**config.mk**
```make
export PLATFORM = sky130hd
export DESIGN_NAME = ring_inject_arbiter
export DESIGN_NICKNAME = d
export VERILOG_FILES = /design/src/rtl/ring_inject_arbiter.sv
export SDC_FILE = /design/constraint.sdc
export NUM_CORES = 1
export LEC_CHECK = 0
export ABC_CLOCK_PERIOD_IN_PS = 2800
export CAP_MARGIN = 20
export CORE_AREA = 2 2 510 512
export DETAILED_ROUTE_END_ITERATION = 12
export DIE_AREA = 0 0 512 514
export PLACE_DENSITY = 0.3
export SETUP_SLACK_MARGIN = 0.15
export SLEW_MARGIN = 20
export SYNTH_ARGS = -nofsm -noshare
export SYNTH_HDL_FRONTEND = slang
export SYNTH_SLANG_ARGS = --single-unit
```
**constraint.sdc**
```tcl
create_clock -name clk -period 2.8 [get_ports clk]
set_input_delay 0.42 -clock clk [delete_from_list [all_inputs] [get_ports clk]]
set_output_delay 0.42 -clock clk [all_outputs]
set_load 0.01 [all_outputs]
```
**src/rtl/ring_inject_arbiter.sv**
```systemverilog
// ---------------------------------------------------------------------------
// ring_inject_arbiter
//
// Shares a single ring-router injection port among NUM_REQ local requesters.
// Arbitration is round-robin and packet-atomic: once a head flit is accepted
// the grant stays with that requester until its tail flit has been accepted,
// so flits of different packets never interleave on the ring. A credit
// counter mirrors the free slots of the router input buffer; no flit is
// injected without a credit.
//
// Ports
//   clk, rst_n            clock, asynchronous active-low reset
//   req_data[NUM_REQ]     flit payload per requester
//   req_dest[NUM_REQ]     destination per requester
//   req_is_tail           per requester: presented flit ends its packet
//   req_valid             per requester: a flit is presented
//   req_ready             per requester: flit accepted when valid & ready
//   data_out, dest_out,
//   is_tail_out, send_out registered flit towards the router (send_out is a
//                         one-cycle pulse per flit, one cycle after handshake)
//   credit_in             one credit returned by the router per pulse
//   credit_err            sticky, set when a credit returns while full
//   pkt_count[NUM_REQ]    (only with RING_INJ_PKT_COUNT_EN) per requester
//                         count of completed packets, wraps at 16 bits
//
// Optional feature macro: RING_INJ_PKT_COUNT_EN
// ---------------------------------------------------------------------------
module ring_inject_arbiter #(
   parameter int NUM_REQ    = 4,
   parameter int DEST_WIDTH = 4,
   parameter int FLIT_WIDTH = 256,
   parameter int CREDITS    = 2
) (
   input  logic                  clk,
   input  logic                  rst_n,
   input  logic [FLIT_WIDTH-1:0] req_data    [NUM_REQ],
   input  logic [DEST_WIDTH-1:0] req_dest    [NUM_REQ],
   input  logic [NUM_REQ-1:0]    req_is_tail,
   input  logic [NUM_REQ-1:0]    req_valid,
   output logic [NUM_REQ-1:0]    req_ready,
   output logic [FLIT_WIDTH-1:0] data_out,
   output logic [DEST_WIDTH-1:0] dest_out,
   output logic                  is_tail_out,
   output logic                  send_out,
   input  logic                  credit_in,
`ifdef RING_INJ_PKT_COUNT_EN
   output logic [15:0]           pkt_count   [NUM_REQ],
`endif
   output logic                  credit_err
);

   localparam int IDX_W = (NUM_REQ > 1) ? $clog2(NUM_REQ) : 1;
   localparam int CNT_W = $clog2(CREDITS + 1);
   localparam logic [CNT_W-1:0] CREDITS_FULL = CNT_W'(CREDITS);
   localparam logic [IDX_W-1:0] LAST_IDX     = IDX_W'(NUM_REQ - 1);

   typedef enum logic {
      ST_IDLE   = 1'b0,
      ST_LOCKED = 1'b1
   } state_e;

   state_e                state_q, state_d;
   logic [IDX_W-1:0]      rr_q, rr_d;
   logic [IDX_W-1:0]      lock_q, lock_d;
   logic [CNT_W-1:0]      credit_q, credit_d;
   logic                  credit_err_q, credit_err_d;
   logic [FLIT_WIDTH-1:0] data_q, data_d;
   logic [DEST_WIDTH-1:0] dest_q, dest_d;
   logic                  tail_q, tail_d;
   logic                  send_q, send_d;

   logic [IDX_W-1:0]      sel;
   logic [IDX_W-1:0]      sel_next;
   logic [IDX_W-1:0]      cand;
   logic                  found;
   logic                  any_valid;
   logic                  has_credit;
   logic                  grant_ok;
   logic                  xfer;
   logic                  sel_tail;

   // ------------------------------------------------------------------------
   // Requester selection: the locked owner while a packet is open, otherwise
   // the first valid requester at or after the round-robin pointer.
   // ------------------------------------------------------------------------
   always_comb begin
      // NOTE: every variable gets a default before any branch so that no path
      // leaves it unassigned; otherwise synthesis infers a latch.
      sel   = rr_q;
      cand  = '0;
      found = 1'b0;
      if (state_q == ST_LOCKED) begin
         sel = lock_q;
      end else begin
         for (int k = 0; k < NUM_REQ; k++) begin
            cand = IDX_W'((int'(rr_q) + k) % NUM_REQ);
            if (!found && req_valid[cand]) begin
               sel   = cand;
               found = 1'b1;
            end
         end
      end
   end

   assign sel_next   = (sel == LAST_IDX) ? '0 : sel + 1'b1;
   assign any_valid  = |req_valid;
   // Only credits held at the start of the cycle count; a credit returned in
   // this cycle becomes usable next cycle.
   assign has_credit = (credit_q != '0);
   assign grant_ok   = has_credit && ((state_q == ST_LOCKED) || any_valid);
   assign xfer       = grant_ok && req_valid[sel];
   assign sel_tail   = req_is_tail[sel];

   // Ready is offered to the selected requester even while a locked owner has
   // dropped valid; everyone else stays stalled so packets never interleave.
   always_comb begin
      req_ready = '0;
      if (grant_ok) begin
         req_ready[sel] = 1'b1;
      end
   end

   // ------------------------------------------------------------------------
   // Next state: credits, arbitration FSM and the output flit register.
   // ------------------------------------------------------------------------
   always_comb begin
      credit_d     = credit_q;
      credit_err_d = credit_err_q;
      unique case ({xfer, credit_in})
         2'b10:   credit_d = credit_q - CNT_W'(1);
         2'b01: begin
            // A credit arriving while the counter is full is a protocol
            // violation by the router; saturate and flag it.
            if (credit_q == CREDITS_FULL) begin
               credit_err_d = 1'b1;
            end else begin
               credit_d = credit_q + CNT_W'(1);
            end
         end
         default: credit_d = credit_q;
      endcase
   end

   always_comb begin
      state_d = state_q;
      rr_d    = rr_q;
      lock_d  = lock_q;
      unique case (state_q)
         ST_IDLE: begin
            if (xfer) begin
               if (sel_tail) begin
                  rr_d = sel_next;
               end else begin
                  state_d = ST_LOCKED;
                  lock_d  = sel;
               end
            end
         end
         ST_LOCKED: begin
            if (xfer && sel_tail) begin
               state_d = ST_IDLE;
               rr_d    = sel_next;
            end
         end
         default: state_d = ST_IDLE;
      endcase
   end

   always_comb begin
      data_d = data_q;
      dest_d = dest_q;
      tail_d = tail_q;
      send_d = xfer;
      if (xfer) begin
         data_d = req_data[sel];
         dest_d = req_dest[sel];
         tail_d = sel_tail;
      end
   end

   // NOTE: state registers use non-blocking assignments so every flop samples
   // the values from before the edge, independent of statement order.
   always_ff @(posedge clk or negedge rst_n) begin
      if (!rst_n) begin
         state_q      <= ST_IDLE;
         rr_q         <= '0;
         lock_q       <= '0;
         credit_q     <= CREDITS_FULL;
         credit_err_q <= 1'b0;
         send_q       <= 1'b0;
         tail_q       <= 1'b0;
         dest_q       <= '0;
         // NOTE: the wide payload register is reset too because the ring
         // observes data_out directly and must see zeros out of reset.
         data_q       <= '0;
      end else begin
         state_q      <= state_d;
         rr_q         <= rr_d;
         lock_q       <= lock_d;
         credit_q     <= credit_d;
         credit_err_q <= credit_err_d;
         send_q       <= send_d;
         tail_q       <= tail_d;
         dest_q       <= dest_d;
         data_q       <= data_d;
      end
   end

   assign data_out    = data_q;
   assign dest_out    = dest_q;
   assign is_tail_out = tail_q;
   assign send_out    = send_q;
   assign credit_err  = credit_err_q;

`ifdef RING_INJ_PKT_COUNT_EN
   // Completed-packet counters, bumped on each accepted tail flit.
   logic [15:0] pkt_cnt_q [NUM_REQ];

   always_ff @(posedge clk or negedge rst_n) begin
      if (!rst_n) begin
         for (int i = 0; i < NUM_REQ; i++) begin
            pkt_cnt_q[i] <= '0;
         end
      end else if (xfer && sel_tail) begin
         pkt_cnt_q[sel] <= pkt_cnt_q[sel] + 16'd1;
      end
   end

   assign pkt_count = pkt_cnt_q;
`endif

endmodule

```
# ---- After elaboration in Yosys (flattened, before gate mapping)
# Index checks and enable logic that the tools add are counted.
dict set report word_totals {
  ff_bits 270
  latchBits 0
  mem_bits_rw 0
  mem_bits_ro 0
  wordCells 93
  memories 0
}
dict set report classes {
  addsub 6
  n_mul 0
  div_mod_pow 0
  order_cmp 7
  eq_ne 8
  shifts 0
  n_mux 42
  bitwise 3
  n_reduce_logical 18
}
# cell n
set op_table {}
lappend op_table {{256-bit binary-select mux with 2-bit select} 1}
lappend op_table {{256-bit 2-to-1 mux} 2}
lappend op_table {{2-bit 2-to-1 mux} 9}
lappend op_table {{1-bit 2-to-1 mux} 16}
lappend op_table {{2-bit by 3-bit < comparator with 1-bit output, second input constant} 5}
lappend op_table {{1-bit binary-select mux with 2-bit select} 6}
lappend op_table {{4-bit 2-to-1 mux} 3}
lappend op_table {{4-bit binary-select mux with 2-bit select} 1}
lappend op_table {{2-bit one-hot mux with 2 select lines} 2}
lappend op_table {{1-bit logical AND} 7}
lappend op_table {{2-bit by 1-bit adder with 2-bit output, second input constant} 3}
lappend op_table {{2-bit equality test, second input constant} 3}
lappend op_table {{2-bit inequality test, second input constant} 3}
lappend op_table {{3-bit AND reduction} 2}
lappend op_table {{2-bit adder, second input constant} 2}
lappend op_table {{2-bit AND reduction} 2}
lappend op_table {{2-bit nonzero test} 2}
lappend op_table {{4-bit OR reduction} 1}
lappend op_table {{3-bit >= comparator, second input constant} 1}
lappend op_table {{1-bit logical NOT} 3}
lappend op_table {{2-bit NOT with 3-bit output} 1}
lappend op_table {{1-bit demux with 2-bit select} 1}
lappend op_table {{2-bit by 1-bit equality test with 1-bit output, second input constant} 1}
lappend op_table {{2-bit by 1-bit >= comparator with 1-bit output, second input constant} 1}
lappend op_table {{5 further kinds} 6}

# ---- Logic depth before layout (Yosys ltp)
dict set report depth {
  depth_word 22
  depth_mapped 12
}

# ---- Worst setup path before layout
# OpenSTA, ideal clock, no wires.
dict set report synth_timing {
  path_kind {reg-to-output}
  startpoint {register (tool-made name)}
  endpoint {output port req_ready[0]}
  arrival_time_ns 2.094
  setup_slack_ns 0.286
  path_stages_with_launch 10
  path_cell_list {dfrtp_1 -> buf_6 -> or2_1 -> o311a_4 -> inv_2 -> buf_4 -> buf_2 -> clkbuf_1 -> ha_1 -> and2_1}
}
# element line_no
set synth_lines {}
lappend synth_lines {{end, declared} 40} ;# output logic [NUM_REQ-1:0] req_ready,

# ---- Final worst setup path
dict set report layout_timing {
  startpoint {register rr_q[0]}
  endpoint {register data_q[253] (netlist: data_out[253])}
}
dict set report layout_between {
  elab_chain_cells 20
  elab_cells_between_ends 34
  cone_classes {add/sub: 3; mux: 23; bitwise: 1; reduce/logical: 7}
}
# element line_no
set layout_lines {}
lappend layout_lines {{start, declared} 63} ;# logic [IDX_W-1:0] rr_q, rr_d;
lappend layout_lines {{start signal, assigned} 198} ;# rr_q <= rr_d;
lappend layout_lines {{1-bit binary-select mux with 2-bit select} 97} ;# if (!found && req_valid[cand]) begin
lappend layout_lines {{1-bit 2-to-1 mux (not written as such)} 97}
lappend layout_lines {{1-bit 2-to-1 mux} 97}
lappend layout_lines {{1-bit 2-to-1 mux} 92} ;# if (state_q == ST_LOCKED) begin
lappend layout_lines {{1-bit logical NOT} 97}
lappend layout_lines {{1-bit logical AND} 97}
lappend layout_lines {{1-bit 2-to-1 mux} 97}
lappend layout_lines {{1-bit 2-to-1 mux} 92}
lappend layout_lines {{[3 not listed]} n/a}
lappend layout_lines {{1-bit 2-to-1 mux} 92}
lappend layout_lines {{1-bit logical NOT} 97}
lappend layout_lines {{1-bit logical AND} 97}
lappend layout_lines {{2-bit 2-to-1 mux (*)} 97}
lappend layout_lines {{2-bit 2-to-1 mux (*)} 92}
lappend layout_lines {{2-bit NOT with 3-bit output (not written as such)} 175} ;# data_d = req_data[sel];
lappend layout_lines {{256-bit binary-select mux with 2-bit select} 175}
lappend layout_lines {{256-bit 2-to-1 mux (not written as such) (2 in series)} 175}
lappend layout_lines {{end signal, assigned} 205} ;# data_q <= data_d;
lappend layout_lines {{end, declared} 67} ;# logic [FLIT_WIDTH-1:0] data_q, data_d;
# Every way passes the cells marked *; elsewhere a longest branch is shown, timed or not. The select of a mux whose other input is x is not followed.
# A chain may end at the register's enable or synchronous reset.

==> flow_summary.json <==
{
  "die_y_microns": 514,
  "yosys_warnings": 0,
  "synth-seq-cells": 270,
  "regToRegSetupSlack_ns": -0.003,
  "r2r_cells": 10,
  "pwr-share-seq_pct": 14.6,
  "power.internal_w": 0.02718,
  "setup_tns_ns": -0.003240,
  "path_buf_inv": 3,
  "utilization_pct": 15.45,
  "wl_per_cell_microns": 27.91,
  "synth.avg_cell_area_sq_um": 8.427,
  "finalWorstSetupSlack_ns": -0.002723,
  "place_area_sq_um": 37530,
  "max_slew_margin_pct": 57.37,
  "insertion_delay_ns": 0.66,
  "cts_sinks": 270,
  "crit_path_top_delay_cell": "a211oi_1",
  "grt_pass1_wl_microns": 254800,
  "syn_inst": 2158,
  "crit_top_cell": "buf_4",
  "drt-initial-drc-count": 1179,
  "worst-setup-path-type": "reg -> reg",
  "final_area_sq_um": 39870,
  "synth_edf_count": 0,
  "grt_max_degree": 61,
  "setup_viol": 2,
  "vias": 24580,
  "critPathMaxFanout": 22,
  "drc": 0,
  "h-tree-depth": 2,
  "wl_met1_microns": 75400,
  "worstPathArrival_ns": 3.33,
  "power_switching_w": 0.02452,
  "gr-total-overflow": 0,
  "first_pass_iters": 5,
  "rsz0062_at_grt": "yes",
  "die_x_microns": 512,
  "pre_cts_slack_ns": -0.6715,
  "synth_flop_cell": "dfrtp_1",
  "end_kind": "flip-flop",
  "swShare_pct": 47.43,
  "wl_met2_microns": 96930,
  "routed_wirelength_microns": 196900,
  "hold_class": "in -> async",
  "cpLargestDelayFamily": "compound AO/OA/AOI/OAI gates",
  "nNetsFinal": 4647,
  "core-area_sq_um": 258100,
  "slew_violations": 0,
  "vdd_drop_max_mv": 0.5342,
  "antenna_found_initial": 135,
  "synth_area_sq_um": 18180,
  "status": "finished with violations",
  "vias_per_cell": 3.485,
  "period_minus_slack_ns": 2.803,
  "slowest_delay_ns": 0.54,
  "cp_cell_sequence": "and2b_4 > nor4b_4 > o21bai_4 > buf_4 > buf_12 > buf_4 > and3_1 > a211oi_1 > a311oi_1 > a21o_1",
  "io_pins": 1318,
  "combPwrFrac_pct": 74.3,
  "cp_data_required_time_ns": 3.33,
  "gp_congestion": 0.8627,
  "hold_ws_ns": 0.3179,
  "fmax_mhz": 356.8,
  "clk_path_buf_depth": 3,
  "syn_nets": 3213,
  "finClkSkew_ns": 0.02416,
  "r2r_start": "rr_q[0]$_DFFE_PN0P_",
  "clk_pin_slew_ns": 0.06,
  "num_rows": 187,
  "synthDistinctLibCells": 43,
  "cts_buffers": 45,
  "synth_seq_area_share_pct": 37.16,
  "synthToLayoutAreaGrowth_pct": 119.3,
  "tightest_slew_ns": 0.6375,
  "postRouteAntennaNets": 0,
  "cts-root-buf": "clkbuf_16",
  "period_share_pct": 100.1,
  "leakagePower_nw": 16.41,
  "grt_use_total_pct": 14.35,
  "wl_met3_microns": 19240,
  "grt_pass1_vias": 26220,
  "failed_checks": "negative setup slack",
  "synthArstFlopShare_pct": 100.0,
  "start_util_pct": 7.046,
  "power.density_nw_per_um2": 1297,
  "routed.top_layer": "met5",
  "cts_tree": "done",
  "port_buffers": 1317,
  "startpoint_type": "flip-flop",
  "clkPwrFrac_pct": 11.1,
  "hold_violations": 0,
  "dp_hpwl_microns": 166900,
  "dieArea_sq_um": 263200,
  "reg2reg_to": "data_out[253]$_DFFE_PN0P_",
  "drv_cap": 0,
  "drive_gt1_share_pct": 13.15
}
-- layout make-up --
type | instances | area [sq um]
Fill cell | 29310 | 218200
Timing Repair Buffer | 1648 | 16690
Multi-Input combinational cell | 1620 | 10620
Sequential cell | 270 | 6760
Tap cell | 3402 | 4257
Clock buffer | 68 | 1303
Clock inverter | 13 | 135.1
Antenna cell | 27 | 67.56
Inverter | 7 | 46.29
-- power groups by stage --
stage	registers [W]	clock network (W)	logic (W)
finish	0.00756	0.00575	0.0384
global placement	0.00764	0	0.0374
detailed placement	0.00763	0	0.0373
floorplan	0.00815	0	0.0165
global route	0.00780	0.00622	0.0414
CTS	0.00760	0.00612	0.0389
-- cells in the final DEF (no fill, tap or decap), drive strengths merged, types with 2 or more instances in the layout --
master            n
a21o            261
nand2           527
clkinvlp          6
nor2b             2
ha                4
a21oi             4
diode            27
and2              4
buf             334
mux2              4
dfrtp           269
nor2              6
a311oi          260
o21ai             2
a211oi          262
clkbuf           69
nand2b            3
inv               8
and3            261
clkinv            5
clkdlybuf4s50  1312
nand4             2
-- metal layers --
layer / global-route usage (%) / vias up
li1: - / 11100
met1: 15.76 / 11930
met2: 25.39 / 1186
met3: 6.166 / 291
met4: 3.180 / 82
met5: 0 / -
-- Yosys cell counts (2+ instances only) --
library cell  count  area (sq um)
nand2_1         526          1974
and3_1          261          1633
ha_1              4         50.05
o21ai_0           2         10.01
nor2b_1           2         12.51
nor2_1            6         22.52
and2_1            4         25.02
a211oi_1        261          1959
inv_2             3         11.26
buf_1             3         11.26
a311oi_1        260          2277
buf_4             9         67.56
buf_6             8         90.09
buf_2            75         375.4
nand4_1           2         12.51
clkbuf_1        166         623.1
nand2b_1          3         18.77
dfrtp_1         269          6731
mux2_1            4         45.04
a21oi_1           4         20.02
inv_1             4         15.01
a21o_1          261          1959
-- cell families (layout without fill, tap and decap cells) --
group                    Yosys count  in the layout  synth area share [%]
flip-flops                       270            270                 37.16
buffers and inverters            268           1736                 6.564
adder cells (fa/ha/maj)            4              4                0.2752
AO/OA/AOI/OAI                    799            799                 34.97
XOR/XNOR                           1              1               0.04817
other                              0             27                     0
AND/OR/NAND/NOR                  811            811                 20.68
multiplexers                       5              5                0.3027
-- metrics by stage --
stage | total power [W] | cells
3_3_place_gp | 0.04499 | 6918
4_1_cts | 0.05262 | 7019
2_1_floorplan | 0.02463 | 2158
3_5_place_dp | 0.04491 | 6918
6_report | 0.05170 | 7055
5_1_grt | 0.05542 | 7036
-- registers in the layout, summed over array words and instances (netlist names), named ones only --
signal	count
data_out	256
dest_out	4
credit_q	2
lock_q	2
rr_q	2
credit_err	1
is_tail_out	1
send_out	1
-- worst max-delay path by stage --
stage | startpoint | end | slack [ns] | cells past startpoint
3_5_place_dp | req_valid[2] | data_out[61]$_DFFE_PN0P_ | -0.67 | 13
4_1_cts | rr_q[0]$_DFFE_PN0P_ | req_ready[0] | -0.07 | 9
3_3_place_gp | req_valid[2] | data_out[61]$_DFFE_PN0P_ | -0.67 | 13
2_1_floorplan | flip-flop | req_ready[0] | 0.29 | 9
6_report | rr_q[0]$_DFFE_PN0P_ | data_out[253]$_DFFE_PN0P_ | -0.003 | 10
5_1_grt | rr_q[0]$_DFFE_PN0P_ | data_out[13]$_DFFE_PN0P_ | -0.13 | 12
-- what timing repair did --
| item | in CTS | in global routing |
|---|---|---|
| endpoints found under the setup margin | 78 | 270 |
| pin swaps | 16 | 9 |
| hold buffers | 1 | 0 |
| endpoints found under the hold margin | 26 | 0 |
| buffers inserted | 14 | 8 |
| resized for setup | 89 | 23 |
| cloned | 5 | 1 |
(Power assumes the default switching activity.)
